### src/rtl/ram_fifo_ctrl_if.sv
`default_nettype none
// ============================================================================
// ram_fifo_ctrl_if : producer/consumer/RAM-port bundle for ram_fifo_ctrl
// Rev 1.0
// ============================================================================
interface ram_fifo_ctrl_if #(
  parameter int DATA_W = 8,
  parameter int ADDR_W = 3
);
  logic              in_valid;
  logic [DATA_W-1:0] in_data;
  logic              in_ready;
  logic              out_valid;
  logic [DATA_W-1:0] out_data;
  logic              out_ready;
  logic              ram_wr;
  logic [ADDR_W-1:0] ram_addr;
  logic [DATA_W-1:0] ram_wr_data;
  logic [DATA_W-1:0] ram_rd_data;
  logic [ADDR_W:0]   level;

  // slave: the FIFO controller itself
  modport slave (
    input  in_valid, in_data, out_ready, ram_rd_data,
    output in_ready, out_valid, out_data, ram_wr, ram_addr, ram_wr_data, level
  );

  // master: producer, consumer and RAM around the controller
  modport master (
    output in_valid, in_data, out_ready, ram_rd_data,
    input  in_ready, out_valid, out_data, ram_wr, ram_addr, ram_wr_data, level
  );
endinterface
`default_nettype wire

### src/rtl/ram_fifo_ctrl.sv
`default_nettype none
// ============================================================================
// ram_fifo_ctrl : valid/ready FIFO using a single-port async-read RAM as
//                 storage, with a registered output stage and empty bypass
// Rev 1.0
// ============================================================================
module ram_fifo_ctrl #(
  parameter int DATA_W = 8,
  parameter int ADDR_W = 3,
  parameter int DEPTH  = 4
) (
  input  logic           clk,
  input  logic           rst,
  ram_fifo_ctrl_if.slave bus_io
);

  localparam logic [ADDR_W-1:0] c_PTR_LAST  = ADDR_W'(DEPTH - 1);
  localparam logic [ADDR_W:0]   c_DEPTH_CNT = (ADDR_W + 1)'(DEPTH);

  logic [ADDR_W-1:0] wr_ptr_q, wr_ptr_d;
  logic [ADDR_W-1:0] rd_ptr_q, rd_ptr_d;
  logic [ADDR_W:0]   ram_cnt_q, ram_cnt_d;
  logic [ADDR_W:0]   level_q, level_d;
  logic              out_valid_q, out_valid_d;
  logic [DATA_W-1:0] out_data_q, out_data_d;

  logic w_pop, w_slot, w_ram_empty, w_fill, w_byp, w_in_ready, w_write;

  function automatic logic [ADDR_W-1:0] f_ptr_inc(input logic [ADDR_W-1:0] p);
    return (p == c_PTR_LAST) ? '0 : p + 1'b1;
  endfunction

  assign w_pop       = out_valid_q && bus_io.out_ready;
  assign w_slot      = !out_valid_q || w_pop;
  assign w_ram_empty = (ram_cnt_q == '0);
  assign w_fill      = w_slot && !w_ram_empty;
  assign w_byp       = w_slot && w_ram_empty;
  // A fill owns the single RAM port, so the producer is stalled for that cycle.
  assign w_in_ready  = !rst && (w_byp || (!w_fill && (ram_cnt_q < c_DEPTH_CNT)));
  assign w_write     = bus_io.in_valid && w_in_ready && !w_byp;

  assign bus_io.in_ready    = w_in_ready;
  assign bus_io.ram_wr      = w_write;
  assign bus_io.ram_addr    = w_write ? wr_ptr_q : rd_ptr_q;
  assign bus_io.ram_wr_data = bus_io.in_data;
  assign bus_io.out_valid   = out_valid_q;
  assign bus_io.out_data    = out_data_q;
  assign bus_io.level       = level_q;

  always_comb begin
    wr_ptr_d    = wr_ptr_q;
    rd_ptr_d    = rd_ptr_q;
    ram_cnt_d   = ram_cnt_q;
    out_valid_d = out_valid_q;
    out_data_d  = out_data_q;

    if (w_fill) begin
      out_data_d  = bus_io.ram_rd_data;
      out_valid_d = 1'b1;
      rd_ptr_d    = f_ptr_inc(rd_ptr_q);
      ram_cnt_d   = ram_cnt_q - 1'b1;
    end else if (w_byp && bus_io.in_valid) begin
      out_data_d  = bus_io.in_data;
      out_valid_d = 1'b1;
    end else if (w_pop) begin
      out_valid_d = 1'b0;
    end

    if (w_write) begin
      wr_ptr_d  = f_ptr_inc(wr_ptr_q);
      ram_cnt_d = ram_cnt_q + 1'b1;
    end

    level_d = ram_cnt_d + {{ADDR_W{1'b0}}, out_valid_d};
  end

  always_ff @(posedge clk) begin
    if (rst) begin
      wr_ptr_q    <= '0;
      rd_ptr_q    <= '0;
      ram_cnt_q   <= '0;
      level_q     <= '0;
      out_valid_q <= 1'b0;
      out_data_q  <= '0;
    end else begin
      wr_ptr_q    <= wr_ptr_d;
      rd_ptr_q    <= rd_ptr_d;
      ram_cnt_q   <= ram_cnt_d;
      level_q     <= level_d;
      out_valid_q <= out_valid_d;
      out_data_q  <= out_data_d;
    end
  end

endmodule
`default_nettype wire

### src/flat_wrapper.sv
// flat-port wrapper written by rule: the top's interface ports become plain ports
module ram_fifo_ctrl_flat 
#(
  parameter int DATA_W = 8,
  parameter int ADDR_W = 3,
  parameter int DEPTH  = 4
)
  (clk, rst, bus_io_in_valid, bus_io_in_data, bus_io_out_ready, bus_io_ram_rd_data, bus_io_in_ready, bus_io_out_valid, bus_io_out_data, bus_io_ram_wr, bus_io_ram_addr, bus_io_ram_wr_data, bus_io_level);
  ram_fifo_ctrl_if #(.DATA_W(DATA_W), .ADDR_W(ADDR_W)) bus_io_i ();
  input  logic clk;
  input  logic rst;
  input wire logic [$bits(bus_io_i.in_valid)-1:0] bus_io_in_valid;
  input wire logic [$bits(bus_io_i.in_data)-1:0] bus_io_in_data;
  input wire logic [$bits(bus_io_i.out_ready)-1:0] bus_io_out_ready;
  input wire logic [$bits(bus_io_i.ram_rd_data)-1:0] bus_io_ram_rd_data;
  output wire logic [$bits(bus_io_i.in_ready)-1:0] bus_io_in_ready;
  output wire logic [$bits(bus_io_i.out_valid)-1:0] bus_io_out_valid;
  output wire logic [$bits(bus_io_i.out_data)-1:0] bus_io_out_data;
  output wire logic [$bits(bus_io_i.ram_wr)-1:0] bus_io_ram_wr;
  output wire logic [$bits(bus_io_i.ram_addr)-1:0] bus_io_ram_addr;
  output wire logic [$bits(bus_io_i.ram_wr_data)-1:0] bus_io_ram_wr_data;
  output wire logic [$bits(bus_io_i.level)-1:0] bus_io_level;
  assign bus_io_i.in_valid = bus_io_in_valid;
  assign bus_io_i.in_data = bus_io_in_data;
  assign bus_io_i.out_ready = bus_io_out_ready;
  assign bus_io_i.ram_rd_data = bus_io_ram_rd_data;
  assign bus_io_in_ready = bus_io_i.in_ready;
  assign bus_io_out_valid = bus_io_i.out_valid;
  assign bus_io_out_data = bus_io_i.out_data;
  assign bus_io_ram_wr = bus_io_i.ram_wr;
  assign bus_io_ram_addr = bus_io_i.ram_addr;
  assign bus_io_ram_wr_data = bus_io_i.ram_wr_data;
  assign bus_io_level = bus_io_i.level;
  ram_fifo_ctrl #(.DATA_W(DATA_W), .ADDR_W(ADDR_W), .DEPTH(DEPTH)) u_core (.clk(clk), .rst(rst), .bus_io(bus_io_i));
endmodule
### config.mk
export PLATFORM = sky130hd
export DESIGN_NAME = ram_fifo_ctrl_flat
export DESIGN_NICKNAME = d
export VERILOG_FILES = /design/src/rtl/ram_fifo_ctrl_if.sv /design/src/rtl/ram_fifo_ctrl.sv /design/src/flat_wrapper.sv
export SDC_FILE = /design/constraint.sdc
export NUM_CORES = 1
export LEC_CHECK = 0
export BUFFER_PORTS_ARGS = -buffer_cell sky130_fd_sc_hd__buf_2
export CAP_MARGIN = 20
export CORE_AREA = 5 5 56 58
export DETAILED_ROUTE_END_ITERATION = 7
export DIE_AREA = 0 0 61 63
export GPL_ROUTABILITY_DRIVEN = 0
export PLACE_DENSITY = 0.86
export SETUP_SLACK_MARGIN = 0.02
export SLEW_MARGIN = 20
export SYNTH_ARGS = -nofsm -noshare
export SYNTH_HDL_FRONTEND = slang
export SYNTH_SLANG_ARGS = --single-unit
### constraint.sdc
create_clock -name clk -period 3.8 [get_ports clk]
set_input_delay 0.38 -clock clk [delete_from_list [all_inputs] [get_ports clk]]
set_output_delay 0.38 -clock clk [all_outputs]
set_load 0.05 [all_outputs]
# Word level (Yosys, flattened, before mapping)
# Cells that the tools add are included.
[classes]
n_bitwise = 0
shift = 0
div = 0
mux = 10
n_mul = 0
reduce_logical = 17
eq_ne = 2
addsub = 5
n_lt_le_gt_ge = 1
[ops]
columns = ["op", "n"]
rows = [
  ["8-bit 2-to-1 mux", 2],
  ["3-bit 2-to-1 mux", 3],
  ["1-bit logical AND", 8],
  ["4-bit 2-to-1 mux", 2],
  ["3-bit by 1-bit adder with 3-bit output (second input constant)", 2],
  ["3-bit by 2-bit == test with 1-bit output (second input constant)", 2],
  ["1-bit zero test", 5],
  ["4-bit by 1-bit adder with 4-bit output", 1],
  ["4-bit by 1-bit adder with 4-bit output (second input constant)", 1],
  ["4-bit zero test", 1],
  ["4-bit by 3-bit < comparator with 1-bit output (second input constant)", 1],
  ["4-bit by 1-bit subtractor with 4-bit output (second input constant)", 1],
  ["1-bit 2-to-1 mux", 3],
  ["1-bit logical OR", 2],
  ["2-bit nonzero test", 1],
]
[totals]
mem_count = 0
ram_bits = 0
inputBits = 20
output_inout_bits = 26
latch_bits = 0
romBits = 0
regBits = 23

# Depth between registers and ports, before layout
[depth]
ltp_word = 11
depth_mapped = 11
depth_no_buf = 10

# Worst setup path after synthesis
# No wires, ideal clock.
[synth_path]
path_type = "reg-to-reg"
start = "register u_core.out_valid_q, in the netlist u_core.bus_io.out_valid"
end = "register u_core.level_q[1], in the netlist u_core.bus_io.level[1]"
t_required_ns = 3.671
n_path_buf = 1
slack_ns = 1.565
stages_incl_launch_ff = 10
period_less_slack_ns = 2.235
arrival_time_ns = 2.105
cell_sequence = "dfxtp_1 -> nor2b_4 -> buf_6 -> nand3_4 -> inv_4 -> nor2_1 -> xnor2_1 -> ha_1 -> ha_1 -> nor2b_1"
[synth_via]
elab_chain_cells = 11
[synth_lines]
columns = ["item", "line_no", "text"]
rows = [
  ["start, declared", "ram_fifo_ctrl.sv:24", "logic out_valid_q, out_valid_d;"],
  ["start signal, assigned", "ram_fifo_ctrl.sv:90", "out_valid_q <= out_valid_d;"],
  ["1-bit zero test / 1-bit logical AND (equally long branches)", "ram_fifo_ctrl.sv:34, ram_fifo_ctrl.sv:33", ""],
  ["1-bit logical OR *", "ram_fifo_ctrl.sv:34", "assign w_slot = !out_valid_q || w_pop;"],
  ["1-bit logical AND", "ram_fifo_ctrl.sv:36", "assign w_fill = w_slot && !w_ram_empty;"],
  ["1-bit zero test", "ram_fifo_ctrl.sv:39", "assign w_in_ready = !rst && (w_byp || (!w_fill && (ram_cnt_q < c_DEPTH_CNT)));"],
  ["1-bit logical AND", "ram_fifo_ctrl.sv:39", ""],
  ["1-bit logical OR", "ram_fifo_ctrl.sv:39", ""],
  ["1-bit logical AND", "ram_fifo_ctrl.sv:39", ""],
  ["1-bit logical AND", "ram_fifo_ctrl.sv:40", "assign w_write = bus_io.in_valid && w_in_ready && !w_byp;"],
  ["1-bit logical AND *", "ram_fifo_ctrl.sv:40", ""],
  ["named net bus_io_ram_wr", "flat_wrapper.sv:19", "output wire logic [$bits(bus_io_i.ram_wr)-1:0] bus_io_ram_wr;"],
  ["4-bit 2-to-1 mux *", "ram_fifo_ctrl.sv:69", "if (w_write) begin"],
  ["named net u_core.ram_cnt_d[0]", "ram_fifo_ctrl.sv:22", "logic [ADDR_W:0] ram_cnt_q, ram_cnt_d;"],
  ["4-bit by 1-bit adder with 4-bit output *", "ram_fifo_ctrl.sv:74", "level_d = ram_cnt_d + {{ADDR_W{1'b0}}, out_valid_d};"],
  ["named net u_core.level_d[1]", "ram_fifo_ctrl.sv:23", "logic [ADDR_W:0] level_q, level_d;"],
  ["end signal, assigned", "ram_fifo_ctrl.sv:89", "level_q <= level_d;"],
  ["end, declared", "ram_fifo_ctrl.sv:23", ""],
]
# The timed path passes the listed nets; every way through them passes the cells marked *.
# A chain may end at the register's enable or synchronous reset.

# Worst setup path after layout
[layout_path]
start = "register u_core.ram_cnt_q[0]"
end = "register u_core.level_q[2], in the netlist u_core.bus_io.level[2]"
[layout_via]
elab_chain_cells = 11
[layout_lines]
columns = ["item", "line_no", "text"]
rows = [
  ["start, declared", "ram_fifo_ctrl.sv:22", ""],
  ["start signal, assigned", "ram_fifo_ctrl.sv:88", "ram_cnt_q <= ram_cnt_d;"],
  ["branches (longest 9 deep; another with 4-bit by 3-bit < comparator with 1-bit output)", "n/a", ""],
  ["4-bit 2-to-1 mux *", "ram_fifo_ctrl.sv:69", ""],
  ["named net u_core.ram_cnt_d[0]", "ram_fifo_ctrl.sv:22", ""],
  ["4-bit by 1-bit adder with 4-bit output *", "ram_fifo_ctrl.sv:74", ""],
]
# Mark *: on every way through the listed nets, which the timed path passes.

==> run summary <==
status: complete, no violations
Final Non-Filler Cells: 218
Ports: 46
Finished Core Util: 0.5569
Buffers on Ports: 45
Net count, final: 215
worst hold path type: reg -> reg
Skew-Pair Late Insertion Delay: 0.30 ns
WP data required: 3.98 ns
core area: 2615 um2
Tmin final: 2.381 ns
total vias in the final route: 1139
DP HPWL: 2.142 mm
fmax: 0.4199 GHz
Worst EP arrival: 2.57 ns
vias per cell: 5.225
antenna fix cells: 0
post-CTS repair timing setup buffer count: 0
Die Width: 61 um
yosys warns: 0
hold_buf cts: 0
Reg clk slew, reported paths: 0.11 ns
Gate Count Post-Synth: 152
fin. max-slew vios: 0
global-route wire length before repair: 4.802 mm
Area Growth Syn to Fin: 15.94%
H-tree depth: 1
Initial Utilization: 0.4804
Yosys cell types: 37
antenna violations before repair: 0
synthesized flop and latch total: 23
Fill cells: 242
RSZ-0062 raised after global routing: false
first drt pass iteration count: 4
total grt overflow: 0
largest net degree at the start of global routing: 25
startpoint types: flip-flop
Worst setup EP type: flip-flop
Post-synth EDFFs: 0
final wirelength: 2.777 mm
Pleak: 0.7101 nW
Final Hold Viols: 0
syn nets: 179
total clock sinks: 23
Post-synth ARST share: 0
layout cell share with drive strength beyond 1: 0.2995
peak supply drop: 0.5411 mV
final hold slack: 0.4794 ns
most frequent cells in the layout: buf_2, dfxtp_1, nor2_1
TNS Setup: 0 ns
Cells after DPL: 214
Post-route DRC: 0
Starting DRT DRC Count: 26
Post-Syn Area: 1256 um2
Gates resized, CTS repair: 0
PwrDens: 974.4 nW/um2
syn avg cell area: 8.265 um2
Routed WL per cell: 12.74 um
CTS tree: yes
max_cap viols: 0
Worst-Margin Slew: 0.5916 ns
Final period util: 0.6267
critical path class: reg -> reg
most common cell after layout, fill and taps aside: buf_2
row count: 19
clock skew: 0.008144 ns
GRT Util Overall: 0.1582
Die Y: 63 um
placed cell area: 1430 um2
Num CTS Buffers: 3
Rel. slew slack: 0.6039
clk root buf: clkbuf_4
Routed Antenna Nets: 0
Synth Flop Type: dfxtp_1
CP Max Fanout: 11
Die Footprint: 3843 um2
vias in the first global route: 1137
Seq/Total Area, Yosys: 0.3665
Max Root-Sink Buffers: 2
final setup vio count: 0
Design Area, Final: 1456 um2
-- worst max-delay path, cell delays in order (launching register included) --
cell and delay (ns):
dfxtp_1 0.37, inv_1 0.10, ha_1 0.21, nor3b_2 0.53
nor2_1 0.15, nor2_1 0.15, xnor2_1 0.10, ha_1 0.24
ha_1 0.20, xnor2_1 0.16, nor2_1 0.05
-- synthesized netlist by cell type, types with 2 or more instances --
master / n / share of area
o22ai_1: 8 / 0.040
dfxtp_1: 23 / 0.37
nor3_1: 2 / 0.0080
ha_1: 7 / 0.070
nand2_1: 13 / 0.039
nand2b_1: 3 / 0.015
clkbuf_1: 3 / 0.0090
nor2b_1: 8 / 0.040
a31oi_1: 8 / 0.040
xnor2_1: 3 / 0.021
nand3b_1: 2 / 0.012
buf_4: 8 / 0.048
buf_2: 3 / 0.012
nor2_1: 22 / 0.066
inv_1: 10 / 0.030
a21oi_1: 7 / 0.028
a221o_1: 2 / 0.016
-- final timing paths --
kind                       startpoint                     end  slack, ns  cells past startpoint
hold / removal     u_core.wr_ptr_q[2]      u_core.wr_ptr_q[2]       0.48                      2
setup / recovery  u_core.ram_cnt_q[0]  u_core.bus_io.level[2]       1.42                     10
hold reg to reg    u_core.wr_ptr_q[2]      u_core.wr_ptr_q[2]       0.48                      2
setup reg to reg  u_core.ram_cnt_q[0]  u_core.bus_io.level[2]       1.42                     10
-- per-layer routing --
layer / vias to the layer above / part of all wire / track usage
met1: 538 / 0.44 / 0.1977
met5: - / 0 / 0
met2: 20 / 0.52 / 0.2647
met4: 0 / 0.0065 / 0.05962
met3: 4 / 0.035 / 0.02479
li1: 577 / - / -
-- cell type report --
type                    count  area [um2]  share of cell area
multi-input cells         103       654.4              0.4493
flip-flops and latches     23       460.4              0.3162
repair buffers             46       232.7              0.1598
inverters                  11       43.79             0.03007
well taps                  31       38.79             0.02663
clock buffers               4       26.28             0.01804
-- cells by family after synthesis --
logic type,after synthesis,share of synthesized area
AND/OR/NAND/NOR,63,0.2749
adder cells (fa/ha/maj),7,0.06972
buffers and inverters,26,0.1126
AO/OA/AOI/OAI,30,0.1554
XOR/XNOR,3,0.02092
flip-flops,23,0.3665
-- state kept, by name (all words and copies together) (netlist names) --
| register | cells |
|---|---|
| u_core.ram_cnt_q | 4 |
| u_core.wr_ptr_q | 3 |
| u_core.rd_ptr_q | 3 |
| u_core.bus_io.level | 4 |
| u_core.bus_io.out_valid | 1 |
| u_core.bus_io.out_data | 8 |
-- report_power, final --
part	leakage (nW)	internal, W	total [W]	switching, W
combinational	0.505	0.000329	0.000923	0.000594
clock	0.0150	0.0000409	0.000109	0.0000677
sequential	0.190	0.000324	0.000387	0.0000636
-- metrics by stage --
| stage | worst slack (ns) | power [W] |
|---|---|---|
| floorplan | 1.565 | 0.001139 |
| global placement | 1.606 | 0.001287 |
| detailed placement | 1.483 | 0.001313 |
| CTS | 1.452 | 0.001427 |
| global route | 1.140 | 0.001533 |
| finish | 1.419 | 0.001419 |
(Power assumes the default switching activity.)
